File: src/rtl/parking_sensor_driver_if.sv
// rtl/parking_sensor_driver_if.sv - request/sensor-pattern bundle between requester and sensor driver
interface parking_sensor_driver_if #(
   parameter int CAPACITY = 15,
   parameter int DW       = 4
);
   localparam int CW = $clog2(CAPACITY + 1);

   logic          req_enter;
   logic          req_exit;
   logic [DW-1:0] dwell;
   logic          ready;
   logic [1:0]    ab;
   logic [1:0]    done;
   logic          rejected;
   logic [CW-1:0] count;

   modport master (
      output req_enter, req_exit, dwell,
      input  ready, ab, done, rejected, count
   );

   modport slave (
      input  req_enter, req_exit, dwell,
      output ready, ab, done, rejected, count
   );
endinterface

File: src/rtl/parking_sensor_driver.sv
// rtl/parking_sensor_driver.sv - turns enter/exit requests into {A,B} sensor patterns and tracks occupancy
module parking_sensor_driver #(
   parameter int CAPACITY = 15,
   parameter int DW       = 4
) (
   input  logic                   clk,
   input  logic                   reset,
   parking_sensor_driver_if.slave bus
);
   localparam int CW = $clog2(CAPACITY + 1);
   localparam logic [CW-1:0] CAP = CW'(CAPACITY);

   typedef enum logic [2:0] {IDLE, S1, S2, S3, GAP} state_e;

   state_e        state_q, state_d;
   logic          dir_q, dir_d;
   logic [DW-1:0] dwell_q, dwell_d;
   logic [DW-1:0] cnt_q, cnt_d;
   logic [CW-1:0] count_q, count_d;
   logic [1:0]    ab_q, ab_d;
   logic [1:0]    done_q, done_d;
   logic          rejected_q, rejected_d;
   logic          ready_q, ready_d;

   always_comb begin
      state_d    = state_q;
      dir_d      = dir_q;
      dwell_d    = dwell_q;
      cnt_d      = cnt_q;
      count_d    = count_q;
      done_d     = 2'b00;
      rejected_d = 1'b0;

      case (state_q)
         IDLE: begin
            if (bus.req_enter || bus.req_exit) begin
               if ((bus.req_enter && bus.req_exit) ||
                   (bus.req_enter && count_q == CAP) ||
                   (bus.req_exit && count_q == '0)) begin
                  rejected_d = 1'b1;
               end else begin
                  state_d = S1;
                  dir_d   = bus.req_enter;
                  dwell_d = bus.dwell;
                  cnt_d   = bus.dwell;
               end
            end
         end
         S1, S2, S3, GAP: begin
            if (cnt_q != '0) begin
               cnt_d = cnt_q - 1'b1;
            end else begin
               cnt_d = dwell_q;
               case (state_q)
                  S1: state_d = S2;
                  S2: begin
                     // Event and occupancy change land on the S2->S3 edge together.
                     state_d = S3;
                     done_d  = dir_q ? 2'b10 : 2'b01;
                     count_d = dir_q ? count_q + 1'b1 : count_q - 1'b1;
                  end
                  S3:      state_d = GAP;
                  default: state_d = IDLE;
               endcase
            end
         end
         default: state_d = IDLE;
      endcase

      case (state_d)
         S1:      ab_d = dir_d ? 2'b10 : 2'b01;
         S2:      ab_d = 2'b11;
         S3:      ab_d = dir_d ? 2'b01 : 2'b10;
         default: ab_d = 2'b00;
      endcase
      ready_d = (state_d == IDLE);
   end

   always_ff @(posedge clk) begin
      if (reset) begin
         state_q    <= IDLE;
         dir_q      <= 1'b0;
         dwell_q    <= '0;
         cnt_q      <= '0;
         count_q    <= '0;
         ab_q       <= 2'b00;
         done_q     <= 2'b00;
         rejected_q <= 1'b0;
         ready_q    <= 1'b1;
      end else begin
         state_q    <= state_d;
         dir_q      <= dir_d;
         dwell_q    <= dwell_d;
         cnt_q      <= cnt_d;
         count_q    <= count_d;
         ab_q       <= ab_d;
         done_q     <= done_d;
         rejected_q <= rejected_d;
         ready_q    <= ready_d;
      end
   end

   assign bus.ab       = ab_q;
   assign bus.done     = done_q;
   assign bus.rejected = rejected_q;
   assign bus.ready    = ready_q;
   assign bus.count    = count_q;
endmodule
File: src/flat_wrapper.sv
// flat-port wrapper written by rule: the top's interface ports become plain ports
module parking_sensor_driver_flat 
#(
   parameter int CAPACITY = 15,
   parameter int DW       = 4
)
  (clk, reset, bus_req_enter, bus_req_exit, bus_dwell, bus_ready, bus_ab, bus_done, bus_rejected, bus_count);
  parking_sensor_driver_if #(.CAPACITY(CAPACITY), .DW(DW)) bus_i ();
  input  logic clk;
  input  logic reset;
  input wire logic [$bits(bus_i.req_enter)-1:0] bus_req_enter;
  input wire logic [$bits(bus_i.req_exit)-1:0] bus_req_exit;
  input wire logic [$bits(bus_i.dwell)-1:0] bus_dwell;
  output wire logic [$bits(bus_i.ready)-1:0] bus_ready;
  output wire logic [$bits(bus_i.ab)-1:0] bus_ab;
  output wire logic [$bits(bus_i.done)-1:0] bus_done;
  output wire logic [$bits(bus_i.rejected)-1:0] bus_rejected;
  output wire logic [$bits(bus_i.count)-1:0] bus_count;
  assign bus_i.req_enter = bus_req_enter;
  assign bus_i.req_exit = bus_req_exit;
  assign bus_i.dwell = bus_dwell;
  assign bus_ready = bus_i.ready;
  assign bus_ab = bus_i.ab;
  assign bus_done = bus_i.done;
  assign bus_rejected = bus_i.rejected;
  assign bus_count = bus_i.count;
  parking_sensor_driver #(.CAPACITY(CAPACITY), .DW(DW)) u_core (.clk(clk), .reset(reset), .bus(bus_i));
endmodule
File: config.mk
export PLATFORM = sky130hd
export DESIGN_NAME = parking_sensor_driver_flat
export DESIGN_NICKNAME = d
export VERILOG_FILES = /design/src/rtl/parking_sensor_driver_if.sv /design/src/rtl/parking_sensor_driver.sv /design/src/flat_wrapper.sv
export SDC_FILE = /design/constraint.sdc
export NUM_CORES = 1
export LEC_CHECK = 0
export CAP_MARGIN = 20
export CORE_MARGIN = 5
export CORE_UTILIZATION = 35
export CTS_CLUSTER_SIZE = 14
export DETAILED_ROUTE_END_ITERATION = 10
export PLACE_DENSITY = 0.67
export SYNTH_ARGS = -nofsm -noshare
export SYNTH_HDL_FRONTEND = slang
export SYNTH_SLANG_ARGS = --single-unit
File: constraint.sdc
create_clock -name clk -period 5.71 [get_ports clk]
set_input_delay 1.142 -clock clk [delete_from_list [all_inputs] [get_ports clk]]
set_output_delay 1.142 -clock clk [all_outputs]
set_load 0.005 [all_outputs]
[After elaboration in Yosys (flattened, before gate mapping)]
Index checks and enable logic that the tools add are counted.
Word-level totals
  logic and storage cells: 63
  flip-flop bits (word level): 22
  output and inout bits: 10
  bits of input ports: 8
Cells by class
  equality and inequality tests: 10
  reductions and logical operators: 17
  $add $sub $neg: 3
  bitwise logic cells: 6
  multiplexer cells: 18
Operator list (count)
  4-bit two-way mux: 4
  3-bit by 2-bit equality test with 1-bit output (second input constant): 4
  3-bit two-way mux: 3
  3-bit case mux with 3 select lines: 1
  3-bit AND reduction: 3
  4-bit case mux with 2 select lines: 1
  4-bit OR reduction: 2
  4-bit by 1-bit subtractor with 4-bit output (second input constant): 2
  3-bit by 1-bit equality test with 1-bit output (second input constant): 2
  3-bit zero test: 2
  2-bit two-way mux: 3
  1-bit inverter: 6
  2-bit case mux with 3 select lines: 1
  3-bit case mux with 2 select lines: 1
  4-bit by 1-bit adder with 4-bit output (second input constant): 1
  4-bit equality test (second input constant): 1
  4-bit zero test: 1
  1-bit two-way mux: 4
  4-bit nonzero test: 1
  3-bit equality test (second input constant): 1
  1-bit logical AND: 3
  1-bit logical OR: 3
  3-bit OR reduction: 1
  2-bit by 1-bit inequality test with 1-bit output (second input constant): 1
  other kinds (2): 2

[Logic depth before layout (Yosys ltp)]
  depth after elaboration: 9
  gate-level depth with buffers: 9
  mapped depth without buffers: 7

[Worst setup path before layout]
No wires, ideal clock.
  path type: input-to-reg
  start: in bus_req_enter
  end: reg u_core.ab_q[0], in the netlist u_core.bus.ab[0]
  stages: 4
  library setup time: 0.121 ns
  setup slack: 3.341 ns
  arrival: 2.247 ns
  path buffers: 0
  path through: or4b_1 -> o311a_1 -> nor3_2 -> mux2_4
On the way
  cells in the longest elaborated chain, start to end: 8
  elaborated cells between the ends (all ways): 17
  those cells by class: 3 x eq/ne; 9 x mux; 5 x reduce/logical
Ends and longest elaborated chain
  start: declaration: RTL line flat_wrapper.sv:11  | input wire logic [$bits(bus_i.req_enter)-1:0] bus_req_enter;
  1-bit logical AND, on equally long branches: RTL line parking_sensor_driver.sv:37, parking_sensor_driver.sv:38
  1-bit logical OR: RTL line parking_sensor_driver.sv:37  | if ((bus.req_enter && bus.req_exit) ||
  1-bit logical OR: RTL line parking_sensor_driver.sv:38  | (bus.req_enter && count_q == CAP) ||
  3-bit two-way mux / 1-bit two-way mux (equally long branches): RTL line parking_sensor_driver.sv:37
  3-bit two-way mux / 1-bit two-way mux (equally long branches): RTL line parking_sensor_driver.sv:36  | if (bus.req_enter || bus.req_exit) begin
  3-bit case mux with 2 select lines / 1-bit two-way mux (equally long branches): RTL line parking_sensor_driver.sv:34  | case (state_q)
  3-bit by 2-bit equality test with 1-bit output (tied with other cells): RTL line parking_sensor_driver.sv:70  | case (state_d)
  2-bit case mux with 3 select lines (*): RTL line parking_sensor_driver.sv:70
  end signal: assignment: RTL line parking_sensor_driver.sv:86  | ab_q <= 2'b00;
  end signal: assignment: RTL line parking_sensor_driver.sv:96  | ab_q <= ab_d;
  end: declaration: RTL line parking_sensor_driver.sv:20  | logic [1:0] ab_q, ab_d;
Mark *: on every way between the ends. The rest lies on a longest branch, timed or not.
A chain may end at the register's enable or synchronous reset.

[Final worst setup path]
  start: in bus_req_exit
  end: reg u_core.ab_q[0], in the netlist u_core.bus.ab[0]
On the way
  cells in the longest elaborated chain, start to end: 8
  elaborated cells between the ends (all ways): 17
  those cells by class: 3 x eq/ne; 9 x mux; 5 x reduce/logical
Ends and longest elaborated chain
  start: declaration: RTL line flat_wrapper.sv:12  | input wire logic [$bits(bus_i.req_exit)-1:0] bus_req_exit;
  1-bit logical AND: RTL line parking_sensor_driver.sv:37
  1-bit logical OR: RTL line parking_sensor_driver.sv:37
  1-bit logical OR: RTL line parking_sensor_driver.sv:38
  3-bit two-way mux / 1-bit two-way mux (equally long branches): RTL line parking_sensor_driver.sv:37
  3-bit two-way mux / 1-bit two-way mux (equally long branches): RTL line parking_sensor_driver.sv:36
  3-bit case mux with 2 select lines / 1-bit two-way mux (equally long branches): RTL line parking_sensor_driver.sv:34
  3-bit by 2-bit equality test with 1-bit output (tied with other cells): RTL line parking_sensor_driver.sv:70
  2-bit case mux with 3 select lines (*): RTL line parking_sensor_driver.sv:70
Marks and branches as above.

==> impl_metrics.prom <==
# TYPE chip_impl_metric gauge
chip_impl_metric{name="drt_pre_antenna_iters",unit=""} 4
chip_impl_metric{name="final_core_utilization",unit="%"} 42.8
chip_impl_info{name="timing.setup.critical_path_class",value="input port to register"} 1
chip_impl_metric{name="multi_input_area",unit="um2"} 706
chip_impl_metric{name="cp_data_arrival_time",unit="ns"} 2.89
chip_impl_metric{name="detailed_place_hpwl",unit="mm"} 1.74
chip_impl_metric{name="die_h",unit="um"} 68.6
chip_impl_metric{name="p_leak",unit="nW"} 0.558
chip_impl_info{name="yosys-top-cells-area",value="sky130_fd_sc_hd__dfxtp_1 (37%), sky130_fd_sc_hd__mux2i_1 (6.7%), sky130_fd_sc_hd__nor2_1 (4.7%)"} 1
chip_impl_metric{name="mean_post_synth_cell_area",unit="um2"} 9.46
chip_impl_metric{name="cts_buffers",unit=""} 3
chip_impl_metric{name="cts.clk_slew.worst_paths",unit="ns"} 0.13
chip_impl_metric{name="power.density",unit="nW/um2"} 464
chip_impl_metric{name="setup-violations-final",unit=""} 0
chip_impl_metric{name="tritoncts_num_sinks",unit=""} 22
chip_impl_metric{name="post_route_design_area",unit="um2"} 1430
chip_impl_metric{name="floorplan.initialDensity",unit="%"} 36.0
chip_impl_info{name="cts_root_buf",value="sky130_fd_sc_hd__clkbuf_4"} 1
chip_impl_metric{name="layout.area.seq",unit="um2"} 440
chip_impl_metric{name="finalWirelength",unit="mm"} 2.43
chip_impl_metric{name="core_area",unit="um2"} 3340
chip_impl_metric{name="num_rows",unit=""} 21
chip_impl_metric{name="drive_above_1_share",unit="%"} 12.0
chip_impl_metric{name="gp_congestion",unit=""} 0.773
chip_impl_metric{name="crit_fanout",unit=""} 6
chip_impl_metric{name="synth.cell_area",unit="um2"} 1200
chip_impl_metric{name="synth_sequential_area_ratio",unit="%"} 36.7
chip_impl_metric{name="grt_pass1_wl",unit="mm"} 4.27
chip_impl_metric{name="antenna_cell_count",unit=""} 0
chip_impl_metric{name="placed_cell_area",unit="um2"} 1390
chip_impl_metric{name="hold_buffers",unit=""} 0
chip_impl_info{name="outcome",value="completed"} 1
chip_impl_metric{name="hold_viol",unit=""} 0
chip_impl_metric{name="clock_skew",unit="ns"} 0.00374
chip_impl_metric{name="dieArea",unit="um2"} 4700
chip_impl_info{name="synthDominantAreaCellType",value="sky130_fd_sc_hd__dfxtp_1"} 1
chip_impl_metric{name="synthDominantCellAreaShare",unit="%"} 36.7
chip_impl_metric{name="fin_setup_tns",unit="ns"} 0
chip_impl_metric{name="die_width",unit="um"} 68.6
chip_impl_info{name="mostFrequentLayoutCell",value="sky130_fd_sc_hd__dfxtp_1"} 1
chip_impl_metric{name="vdd_ir_drop_max",unit="V"} 0.000218
chip_impl_info{name="tritoncts",value="yes"} 1
chip_impl_metric{name="syn_to_final_growth",unit="%"} 19.0
chip_impl_info{name="timing.critical_path.from_type",value="input port"} 1
chip_impl_metric{name="grt_pass1_vias",unit=""} 933
chip_impl_metric{name="worst-endpoint-required",unit="ns"} 5.93
chip_impl_metric{name="clock_tree.htree_level_count",unit=""} 1
chip_impl_metric{name="cts_repair_resize_count",unit=""} 0
chip_impl_metric{name="dr_total_vias",unit=""} 969
chip_impl_metric{name="final_net_count",unit=""} 156
chip_impl_metric{name="ant_nets",unit=""} 0
chip_impl_metric{name="finalCriticalPeriod",unit="ns"} 2.67
chip_impl_metric{name="synth.ff_latch_count",unit=""} 22
chip_impl_metric{name="via_per_instance_ratio",unit=""} 5.15
chip_impl_metric{name="clock_path_buffers",unit=""} 2
chip_impl_metric{name="drc",unit=""} 0
chip_impl_metric{name="io_buffer_count",unit=""} 17
chip_impl_metric{name="postCtsSetupBuffers",unit=""} 0
chip_impl_metric{name="fmax",unit="MHz"} 375
chip_impl_metric{name="syn-instance-count",unit=""} 127
chip_impl_info{name="grt_setup_unrepaired",value="false"} 1
chip_impl_metric{name="first_iter_violations",unit=""} 29
chip_impl_metric{name="worstSkewPairLatency",unit="ns"} 0.32
chip_impl_metric{name="timing.final.max_slew_violations",unit=""} 0
chip_impl_metric{name="whs",unit="ns"} 0.513
chip_impl_info{name="min_delay_worst_type",value="register to register"} 1
chip_impl_metric{name="antenna_violations_before_repair",unit=""} 0
chip_impl_metric{name="ios",unit=""} 18
chip_impl_info{name="layout_common_cells",value="sky130_fd_sc_hd__dfxtp_1 (22), sky130_fd_sc_hd__clkdlybuf4s50_1 (17), sky130_fd_sc_hd__nor2_1 (15), sky130_fd_sc_hd__mux2i_1 (8), sky130_fd_sc_hd__a21oi_1 (8)"} 1
chip_impl_metric{name="ys_warn_count",unit=""} 0
chip_impl_metric{name="min_period_over_period",unit="%"} 46.7
chip_impl_metric{name="final.fill_count",unit=""} 350
chip_impl_metric{name="post_synth_num_cell_types",unit=""} 44
chip_impl_info{name="critPathCaptureType",value="register"} 1
chip_impl_metric{name="grt_overflow_total",unit=""} 0
chip_impl_metric{name="grt.total_usage",unit="%"} 12.0
chip_impl_metric{name="worstMarginPinSlew",unit="ns"} 0.732
chip_impl_metric{name="cap_viol_max_count",unit=""} 0
chip_impl_metric{name="syn_nets",unit=""} 140
chip_impl_metric{name="detail_route.wl_per_cell",unit="um"} 12.9
chip_impl_metric{name="max-slew-margin-rel",unit="%"} 51.0
chip_impl_metric{name="largest_net_degree_at_the_start_of_global_routing",unit=""} 21
## Yosys cell counts
cell,count
sky130_fd_sc_hd__nor2b_1,1
sky130_fd_sc_hd__nor2b_2,1
sky130_fd_sc_hd__a2bb2oi_2,1
sky130_fd_sc_hd__nor3b_2,2
sky130_fd_sc_hd__a21oi_1,8
sky130_fd_sc_hd__a22oi_1,1
sky130_fd_sc_hd__nand3_1,3
sky130_fd_sc_hd__mux2i_1,8
sky130_fd_sc_hd__nor4_2,1
sky130_fd_sc_hd__or4b_1,1
sky130_fd_sc_hd__o21ai_1,1
sky130_fd_sc_hd__a211oi_1,5
sky130_fd_sc_hd__o31ai_1,1
sky130_fd_sc_hd__clkbuf_1,2
sky130_fd_sc_hd__or2_2,1
sky130_fd_sc_hd__a21o_1,1
sky130_fd_sc_hd__and4_2,1
sky130_fd_sc_hd__buf_4,1
sky130_fd_sc_hd__nor3_2,1
sky130_fd_sc_hd__a221o_1,1
sky130_fd_sc_hd__o21ai_2,1
sky130_fd_sc_hd__mux2_4,1
sky130_fd_sc_hd__inv_1,5
sky130_fd_sc_hd__o211ai_4,1
sky130_fd_sc_hd__nor3_1,5
sky130_fd_sc_hd__fa_1,1
sky130_fd_sc_hd__or3_1,2
sky130_fd_sc_hd__dfxtp_1,22
sky130_fd_sc_hd__buf_2,2
sky130_fd_sc_hd__buf_6,1
sky130_fd_sc_hd__o31a_1,1
sky130_fd_sc_hd__nand3b_1,3
sky130_fd_sc_hd__o311a_1,1
sky130_fd_sc_hd__or3_4,1
sky130_fd_sc_hd__nand2_1,4
sky130_fd_sc_hd__o22a_1,2
sky130_fd_sc_hd__o21ai_0,2
sky130_fd_sc_hd__and2_1,2
sky130_fd_sc_hd__nand2b_1,3
sky130_fd_sc_hd__xnor2_1,3
sky130_fd_sc_hd__xor2_1,2
sky130_fd_sc_hd__nor2_1,15
sky130_fd_sc_hd__o31ai_2,1
sky130_fd_sc_hd__ha_1,4
## worst max-delay path: stages
cell and delay, ns:
sky130_fd_sc_hd__clkdlybuf4s50_1 0.64, sky130_fd_sc_hd__or4b_1 0.47, sky130_fd_sc_hd__o311a_1 0.18, sky130_fd_sc_hd__nor3_2 0.15
sky130_fd_sc_hd__mux2_4 0.31
## kinds of logic after synthesis
family | Yosys count | share of synthesized area, %
multiplexers | 9 | 7.92
flip-flops | 22 | 36.7
XOR/XNOR | 5 | 3.65
buffers and inverters | 11 | 4.58
AO/OA/AOI/OAI | 28 | 18.2
adder cells (fa/ha/maj) | 5 | 5.83
AND/OR/NAND/NOR | 47 | 23.1
## registers in the layout, indices dropped and copies added, names as in the netlist
register and count:
u_core.bus.done 2, u_core.dir_q 1, u_core.bus.rejected 1, u_core.bus.count 4, u_core.bus.ready 1, u_core.dwell_q 4
u_core.cnt_q 4, u_core.bus.ab 2, u_core.state_q 3
## cell type report
cell class / instances / share of cell area [%]
clock buffers: 4 / 2.54
multi-input cells: 94 / 49.4
well taps: 46 / 4.03
inverters: 5 / 1.31
repair buffers: 17 / 11.9
flip-flops and latches: 22 / 30.8
## worst paths after layout
check | startpoint | to | slack, ns | cells after the start
worst max-delay path | bus_req_exit | u_core.bus.ab[0] | 3.04 | 5
worst min-delay path | u_core.cnt_q[1] | u_core.cnt_q[1] | 0.51 | 2
worst max register to register | u_core.cnt_q[0] | u_core.bus.count[3] | 3.34 | 7
worst min register to register | u_core.cnt_q[1] | u_core.cnt_q[1] | 0.51 | 2
## metrics by stage
stage          worst slack, ns  total power [mW]  cells
4_1_cts                   3.06             0.669    188
2_1_floorplan             3.34             0.504    127
6_report                  3.04             0.663    188
3_5_place_dp              2.71             0.578    184
5_1_grt                   3.01             0.725    188
3_3_place_gp              2.73             0.563    184
## where the power goes
group	switching [mW]	internal (mW)	leakage (nW)
registers	0.0462	0.193	0.180
logic	0.164	0.169	0.357
clock network	0.0520	0.0390	0.0210
## routing by layer
| layer | global-route usage (%) | wire length [um] | part of all wire (%) |
|---|---|---|---|
| met1 | 15.0 | 1130 | 47 |
| met3 | 3.73 | 138 | 5.7 |
| met4 | 2.98 | 22 | 0.91 |
| met2 | 19.8 | 1140 | 47 |
| met5 | 0 | 0 | 0 |
(Power assumes the default switching activity.)
